==> config.mk <==
export PLATFORM = sky130hd
export DESIGN_NAME = ps2_rx_fifo
export DESIGN_NICKNAME = d
export VERILOG_FILES = /design/src/rtl/ps2_rx_fifo.sv
export SDC_FILE = /design/constraint.sdc
export NUM_CORES = 1
export LEC_CHECK = 0
export CORE_AREA = 2 2 85 87
export DETAILED_ROUTE_END_ITERATION = 10
export DIE_AREA = 0 0 87 89
export GPL_TIMING_DRIVEN = 0
export PLACE_DENSITY = 0.76
export RECOVER_POWER = 25
export SLEW_MARGIN = 15
export SYNTH_ARGS = -nofsm -noshare
export SYNTH_HDL_FRONTEND = slang
export SYNTH_SLANG_ARGS = --single-unit
==> constraint.sdc <==
create_clock -name clk -period 2.45 [get_ports clk]
set_clock_uncertainty 0.2 [all_clocks]
set_input_delay 0.6125 -clock clk [delete_from_list [all_inputs] [get_ports clk]]
set_output_delay 0.6125 -clock clk [all_outputs]
set_load 0.02 [all_outputs]
==> src/rtl/ps2_rx_fifo.sv <==
// PS/2 device-to-host receiver on the system clock: synchroniser,
// glitch filter, frame decoder with watchdog, and a show-ahead byte FIFO.
module ps2_rx_fifo #(
  parameter int DATA_BITS      = 8,
  parameter int FIFO_DEPTH     = 4,
  parameter int SYNC_STAGES    = 2,
  parameter int FILTER_LEN     = 8,
  parameter int TIMEOUT_CYCLES = 50000
) (
  input  logic                 clk,
  input  logic                 reset,
  input  logic                 ps2c,
  input  logic                 ps2d,
  input  logic                 rx_en,
  input  logic                 rd_en,
  output logic [DATA_BITS-1:0] rx_data,
  output logic                 rx_valid,
  output logic                 rx_done_tick,
  output logic                 parity_err,
  output logic                 frame_err,
  output logic                 overflow
);

  localparam int PW = $clog2(FIFO_DEPTH);
  localparam int CW = PW + 1;
  localparam int FW = $clog2(FILTER_LEN + 1);
  localparam int BW = $clog2(DATA_BITS + 1);
  localparam int WW = $clog2(TIMEOUT_CYCLES + 1);

  localparam logic [FW-1:0] FLT_MAX = FW'(FILTER_LEN - 1);
  localparam logic [BW-1:0] BIT_MAX = BW'(DATA_BITS - 1);
  localparam logic [WW-1:0] WD_MAX  = WW'(TIMEOUT_CYCLES - 1);
  localparam logic [CW-1:0] FULL_N  = CW'(FIFO_DEPTH);

  typedef enum logic [1:0] {
    IDLE,
    DATA,
    PARITY,
    STOP
  } state_t;

  logic [SYNC_STAGES-1:0] c_sync;
  logic [SYNC_STAGES-1:0] d_sync;
  logic                   c_s;
  logic                   d_bit;
  logic                   c_flt;
  logic [FW-1:0]          flt_cnt;
  logic                   fall_tick;

  state_t                 state;
  logic [BW-1:0]          bitcnt;
  logic [DATA_BITS-1:0]   sreg;
  logic [DATA_BITS:0]     sh;
  logic                   par_acc;
  logic [WW-1:0]          wd_cnt;

  logic [DATA_BITS-1:0]   mem [FIFO_DEPTH];
  logic [PW-1:0]          rd_ptr;
  logic [PW-1:0]          wr_ptr;
  logic [CW-1:0]          count;
  logic                   full;
  logic                   pop;
  logic                   push_req;
  logic                   push;

  assign c_s   = c_sync[SYNC_STAGES-1];
  assign d_bit = d_sync[SYNC_STAGES-1];
  assign sh    = {d_bit, sreg};

  always_ff @(posedge clk) begin
    if (reset) begin
      c_sync <= '1;
      d_sync <= '1;
    end else begin
      c_sync <= {c_sync[SYNC_STAGES-2:0], ps2c};
      d_sync <= {d_sync[SYNC_STAGES-2:0], ps2d};
    end
  end

  // flt_cnt counts consecutive samples disagreeing with c_flt
  always_ff @(posedge clk) begin
    if (reset) begin
      c_flt     <= 1'b1;
      flt_cnt   <= '0;
      fall_tick <= 1'b0;
    end else begin
      fall_tick <= (c_s != c_flt) && (flt_cnt == FLT_MAX) && c_flt;
      if (c_s == c_flt) begin
        flt_cnt <= '0;
      end else if (flt_cnt == FLT_MAX) begin
        c_flt   <= c_s;
        flt_cnt <= '0;
      end else begin
        flt_cnt <= flt_cnt + 1'b1;
      end
    end
  end

  always_ff @(posedge clk) begin
    if (reset) begin
      state      <= IDLE;
      bitcnt     <= '0;
      sreg       <= '0;
      par_acc    <= 1'b0;
      wd_cnt     <= '0;
      parity_err <= 1'b0;
      frame_err  <= 1'b0;
    end else begin
      parity_err <= 1'b0;
      frame_err  <= 1'b0;
      if (state == IDLE || fall_tick) begin
        wd_cnt <= '0;
      end else begin
        wd_cnt <= wd_cnt + 1'b1;
      end
      if (fall_tick) begin
        unique case (state)
          IDLE: begin
            if (!d_bit && rx_en) begin
              state   <= DATA;
              bitcnt  <= '0;
              par_acc <= 1'b0;
            end
          end
          DATA: begin
            sreg    <= sh[DATA_BITS:1];
            par_acc <= par_acc ^ d_bit;
            bitcnt  <= bitcnt + 1'b1;
            if (bitcnt == BIT_MAX) state <= PARITY;
          end
          PARITY: begin
            par_acc <= par_acc ^ d_bit;
            state   <= STOP;
          end
          STOP: begin
            state <= IDLE;
            if (!d_bit) begin
              frame_err <= 1'b1;
            end else if (!par_acc) begin
              parity_err <= 1'b1;
            end
          end
          default: state <= IDLE;
        endcase
      end else if (state != IDLE && wd_cnt == WD_MAX) begin
        state     <= IDLE;
        frame_err <= 1'b1;
      end
    end
  end

  assign push_req = fall_tick && (state == STOP) && d_bit && par_acc;
  assign full     = (count == FULL_N);
  assign pop      = rd_en && (count != '0);
  assign push     = push_req && (!full || pop);

  always_ff @(posedge clk) begin
    if (push) mem[wr_ptr] <= sreg;
  end

  always_ff @(posedge clk) begin
    if (reset) begin
      rd_ptr       <= '0;
      wr_ptr       <= '0;
      count        <= '0;
      rx_done_tick <= 1'b0;
      overflow     <= 1'b0;
    end else begin
      rx_done_tick <= push;
      if (push_req && full && !pop) overflow <= 1'b1;
      if (push) wr_ptr <= wr_ptr + 1'b1;
      if (pop) rd_ptr <= rd_ptr + 1'b1;
      if (push && !pop) begin
        count <= count + 1'b1;
      end else if (pop && !push) begin
        count <= count - 1'b1;
      end
    end
  end

  assign rx_valid = (count != '0);
  assign rx_data  = rx_valid ? mem[rd_ptr] : '0;

endmodule

---- Word-level counts from Yosys, hierarchy flattened ----
Memories as Yosys holds them, arrays and structs flattened. A register that Yosys moved wholly into a read port is not among the register bits.
Cells that the tools add are included.
storage, ports and cells
  bits in registers ....................... 52
  RAM bits ................................ 32
  input port bits ......................... 6
  output and inout port bits .............. 13
  logic and storage cells ................. 98
  memories kept ........................... 1
memories
  name  words  width  rd ports  clocked after memory_dff  wr ports  line  source
  mem   4      8      1         1                         1         57    logic [DATA_BITS-1:0] mem [FIFO_DEPTH];
cells by class
  add/sub/neg operators ................... 7
  eq/ne operators ......................... 12
  mux-type cells .......................... 21
  bitwise operators ....................... 5
  reduce and logical (&&, ||, !) cells .... 35
operator list
  cell                   count
  $add 16x1->16 const B  1
  $eq 16x16->1 const B   1
  $logic_and 1x1->1      13
  $mux 2                 6
  $reduce_bool 2->1      5
  $reduce_and 3->1       3
  $add 4x1->4 const B    2
  $eq 4x3->1 const B     2
  $mux 1                 8
  $mux 8                 1
  $pmux 2 s4             1
  $pmux 4 s2             1
  $mux 3                 2
  $add 2x1->2 const B    2
  $eq 2x2->1 const B     2
  $logic_not 1->1        4
  $mux 4                 1
  $not 1->1              4
  $reduce_and 2->1       2
  $reduce_or 2->1        2
  $reduce_or 4->1        1
  $add 3x1->3 const B    1
  $eq 3x3->1 const B     1
  $ne 3x2->1 const B     1
  12 further kinds       13

---- Longest topological paths before layout ----
  depth after elaboration ................. 9
  gate-level depth with buffers ........... 9
  gate-level depth less buffers ........... 9

---- Worst setup path before layout ----
Ideal clock, no wire load.
  path kind ............................... input port to flip-flop
  from .................................... input port rd_en
  to ...................................... register count[2]
  library setup time ...................... 0.070 ns
  arrival time ............................ 2.045 ns
  setup slack ............................. 0.134 ns
  stages .................................. 8
  cell sequence ........................... nor4b_2 nor2_2 ha_1 inv_1 fa_1 xor2_1 or3_1 a21oi_1
on the way
  cells in the longest elaborated chain, start to end .. 6
  elaborated cells between the ends (all ways) .. 9
  those cells by class .................... 1 x mux; 8 x reduce/logical
ends and longest elaborated chain
  item                         line  source
  from (decl)                  15    input logic rd_en,
  $logic_and 1x1->1 (*)        154   assign pop = rd_en && (count != '0);
  $logic_or 1x1->1 (*)         155   assign push = push_req && (!full || pop);
  $logic_and 1x1->1 (*)        155
  via push                     64    logic push;
  $logic_not 1->1              175   end else if (pop && !push) begin
  $logic_and 1x1->1            175
  $reduce_bool 2->1 (no line)  -
  to (signal assigned)         174   count <= count + 1'b1;
  to (signal assigned)         176   count <= count - 1'b1;
  to (decl)                    60    logic [CW-1:0] count;
The timed path passes the listed nets; every way through them passes the cells marked *.
A chain may end at the register's enable or synchronous reset.

==> metrics.txt <==
# TYPE chip_impl_metric gauge
chip_impl_metric{name="routed_via_density",unit=""} 5.49
chip_impl_info{name="timing_worst_setup_path_type",value="reg -> out"} 1
chip_impl_metric{name="grt_pass1_vias",unit=""} 2272
chip_impl_metric{name="design_power_total",unit="mW"} 3.42
chip_impl_metric{name="fin_crit_sh",unit="%"} 99.4
chip_impl_metric{name="cts-buffers-inserted",unit=""} 9
chip_impl_metric{name="via_count",unit=""} 2299
chip_impl_metric{name="async_sr_flop_fraction",unit="%"} 0
chip_impl_metric{name="ctsLongestPathBuffers",unit=""} 2
chip_impl_metric{name="final.fill_count",unit=""} 558
chip_impl_metric{name="power_per_cell_area",unit="nW/µm²"} 835
chip_impl_metric{name="finish.instance_area",unit="µm²"} 4090
chip_impl_metric{name="post_synthesis_area_per_instance",unit="µm²"} 11.7
chip_impl_metric{name="synth_sequential_area_ratio",unit="%"} 57.4
chip_impl_metric{name="detailedPlacementHpwl",unit="µm"} 4130
chip_impl_metric{name="cts.hold.buffers_added",unit=""} 0
chip_impl_metric{name="hold_viol_final",unit=""} 0
chip_impl_metric{name="clock_insertion_delay_worst_skew",unit="ps"} 360
chip_impl_metric{name="yosysWarningCount",unit=""} 0
chip_impl_info{name="critical-path-slowest-cell",value="mux4_2"} 1
chip_impl_metric{name="number_of_antenna_violations_at_the_first_check_in_global_routing",unit=""} 0
chip_impl_metric{name="fin_nets",unit=""} 353
chip_impl_metric{name="crit_required",unit="ps"} 1640
chip_impl_info{name="nature_of_the_critical_path_startpoint",value="flip-flop"} 1
chip_impl_metric{name="routed_wl",unit="µm"} 6140
chip_impl_info{name="hp-class",value="reg -> reg"} 1
chip_impl_metric{name="maxSlewHeadroom",unit="%"} 67.1
chip_impl_metric{name="synth-seq-cells",unit=""} 86
chip_impl_metric{name="yosysUniqueCellTypes",unit=""} 43
chip_impl_info{name="synthFlopType",value="dfxtp_1"} 1
chip_impl_info{name="worst_path_dominant_cell_family",value="multiplexers"} 1
chip_impl_metric{name="cell_area_reported_after_detailed_placement",unit="µm²"} 3830
chip_impl_metric{name="aggregate_global_route_resource_usage",unit="%"} 17.4
chip_impl_metric{name="antenna_violating_nets_post_route",unit=""} 0
chip_impl_metric{name="flow.area_growth_from_synthesis",unit="%"} 15.0
chip_impl_metric{name="drt-pass1-iter-count",unit=""} 4
chip_impl_metric{name="io_pins",unit=""} 19
chip_impl_info{name="cts_root_buf",value="clkbuf_8"} 1
chip_impl_metric{name="final_max_slew_viol_count",unit=""} 0
chip_impl_metric{name="layout_min_cycle_time",unit="ps"} 2440
chip_impl_metric{name="share_of_final_layout_standard_cells_stronger_than_drive_strength_1",unit="%"} 18.3
chip_impl_metric{name="drcViolationCount",unit=""} 0
chip_impl_metric{name="drv.max_cap_violation_count",unit=""} 0
chip_impl_metric{name="row_count",unit=""} 30
chip_impl_metric{name="clk_pin_slew",unit="ps"} 80
chip_impl_metric{name="synth-edff-count",unit=""} 32
chip_impl_metric{name="die_x",unit="µm"} 87
chip_impl_metric{name="synthesis.nets",unit=""} 323
chip_impl_info{name="outcome",value="completed"} 1
chip_impl_metric{name="wire_length_of_the_first_global_routing_pass",unit="µm"} 10300
chip_impl_metric{name="initial_utilization",unit="%"} 53.0
chip_impl_metric{name="drtIter0Drc",unit=""} 117
chip_impl_metric{name="clock_sink_count",unit=""} 86
chip_impl_metric{name="worst_hold_slack",unit="ps"} 211
chip_impl_metric{name="gp_routability_congestion",unit=""} 0.805
chip_impl_metric{name="critPathArrivalTime",unit="ps"} 1620
chip_impl_metric{name="path_max_fanout",unit=""} 8
chip_impl_metric{name="diodes",unit=""} 0
chip_impl_metric{name="overflow",unit=""} 0
chip_impl_metric{name="buffers_inverters_on_critical_path",unit=""} 2
chip_impl_info{name="worst_setup_ep_type",value="output pin"} 1
chip_impl_metric{name="core_area",unit="µm²"} 6720
chip_impl_metric{name="power.leakage",unit="nW"} 1.44
chip_impl_metric{name="maximum_number_of_pins_on_one_net_before_global_route_repair",unit=""} 15
chip_impl_info{name="grt_setup_unrepaired",value="true"} 1
chip_impl_metric{name="port_buffers",unit=""} 17
chip_impl_metric{name="dr_wl_cell",unit="µm"} 14.6
chip_impl_metric{name="synth.cell_area",unit="µm²"} 3560
chip_impl_metric{name="irDropWorstVdd",unit="mV"} 0.375
chip_impl_metric{name="largest_stage_delay_on_the_critical_path",unit="ps"} 500
chip_impl_metric{name="die-height",unit="µm"} 89
chip_impl_metric{name="htree_num_levels",unit=""} 3
chip_impl_metric{name="syn_inst",unit=""} 304
chip_impl_metric{name="achievable-frequency",unit="GHz"} 0.411
chip_impl_info{name="layout.cells.most_common_list",value="dfxtp_1 (50), edfxtp_1 (32), nor2_1 (27)"} 1
chip_impl_info{name="mostFrequentLayoutCell",value="dfxtp_1"} 1
chip_impl_info{name="cts_tree",value="built"} 1
chip_impl_metric{name="setup_viol",unit=""} 0
chip_impl_metric{name="tightestPinTransition",unit="ps"} 493
chip_impl_metric{name="design.die.area",unit="µm²"} 7740
chip_impl_info{name="crit_chain",value="buf_12 -> mux4_2 -> and2_4 -> buf_6"} 1
-- logic make-up (layout without fill, tap and decap cells) --
group	Yosys count	in the layout	synth area share (%)
mux	11	11	5.91
fa+ha+maj	13	13	4.78
buf+inv	22	57	2.95
simple gates	119	119	18.3
xor+xnor	20	20	4.92
compound gates	33	33	5.73
flops	86	86	57.4
-- where the power goes --
group	internal [mW]	total [mW]	leakage, nW	switching (mW)
registers	1.52	1.58	0.735	0.0565
logic	0.454	0.839	0.609	0.385
clock network	0.500	1.00	0.0936	0.502
-- layout make-up --
| type | instances | area, µm² | share of cell area [%] |
|---|---|---|---|
| plain buffers | 15 | 95.1 | 2.32 |
| clock buffers | 11 | 141 | 3.45 |
| clock inverters | 5 | 57.6 | 1.41 |
| inverters | 6 | 22.5 | 0.550 |
| multi-input cells | 196 | 1440 | 35.1 |
| flip-flops and latches | 86 | 2050 | 50.0 |
| well taps | 80 | 100 | 2.44 |
| repair buffers | 20 | 193 | 4.71 |
-- what timing repair did --
| action | 4_1_cts | 5_1_grt |
|---|---|---|
| pin swaps | 5 | 1 |
| gates resized for setup | 63 | 6 |
| buffers inserted | 2 | 1 |
| hold endpoints to repair | 0 | 0 |
| endpoints found under the setup margin | 11 | 10 |
-- state kept, by name, indices dropped and copies added, names as in the netlist, named ones only --
signal / cells
c_sync: 2
c_flt: 1
wr_ptr: 2
fall_tick: 1
flt_cnt: 4
d_sync: 2
overflow: 1
state: 2
sreg: 8
rx_done_tick: 1
wd_cnt: 16
frame_err: 1
count: 3
parity_err: 1
bitcnt: 4
par_acc: 1
rd_ptr: 2
mem: 32
-- per-layer routing --
layer  vias up  track usage [%]  part of all wire [%]
met3         8             5.63                   3.6
li1       1144                -                     -
met4         0             6.11                   1.5
met2        37             29.5                    48
met1      1110             21.1                    46
met5         -                0                     0
-- worst paths after layout --
check | from | endpoint | slack, ps | cells past startpoint
worst max register to register | count[0] | count[2] | 80 | 8
worst min register to register | d_sync[0] | d_sync[1] | 210 | 1
worst max-delay path | flip-flop | rx_data[3] | 10 | 4
worst min-delay path | d_sync[0] | d_sync[1] | 210 | 1
-- metrics by stage --
step | worst slack, ps | util [%] | std cells | setup TNS (ps)
finish | 14.0 | 60.9 | 419 | 0
global route | -50.7 | 60.9 | 419 | -363
CTS | -17.6 | 60.7 | 418 | -19.0
detailed placement | -617 | 57.0 | 401 | -5150
global placement | -545 | 57.0 | 401 | -5010
floorplan | 134 | - | 304 | 0
-- synthesized netlist by cell type (6+ instances only) --
cell | instances | area, µm²
o21ai_0 | 6 | 30.0
xor2_1 | 15 | 131
a21oi_1 | 17 | 85.1
ha_1 | 12 | 150
nor2_1 | 27 | 101
and2_1 | 14 | 87.6
mux4_2 | 8 | 180
edfxtp_1 | 32 | 961
dfxtp_1 | 54 | 1080
clkbuf_1 | 7 | 26.3
nand3_1 | 19 | 95.1
nand2_1 | 15 | 56.3
inv_1 | 6 | 22.5
No activity file was read; power rests on OpenSTA's default activity.
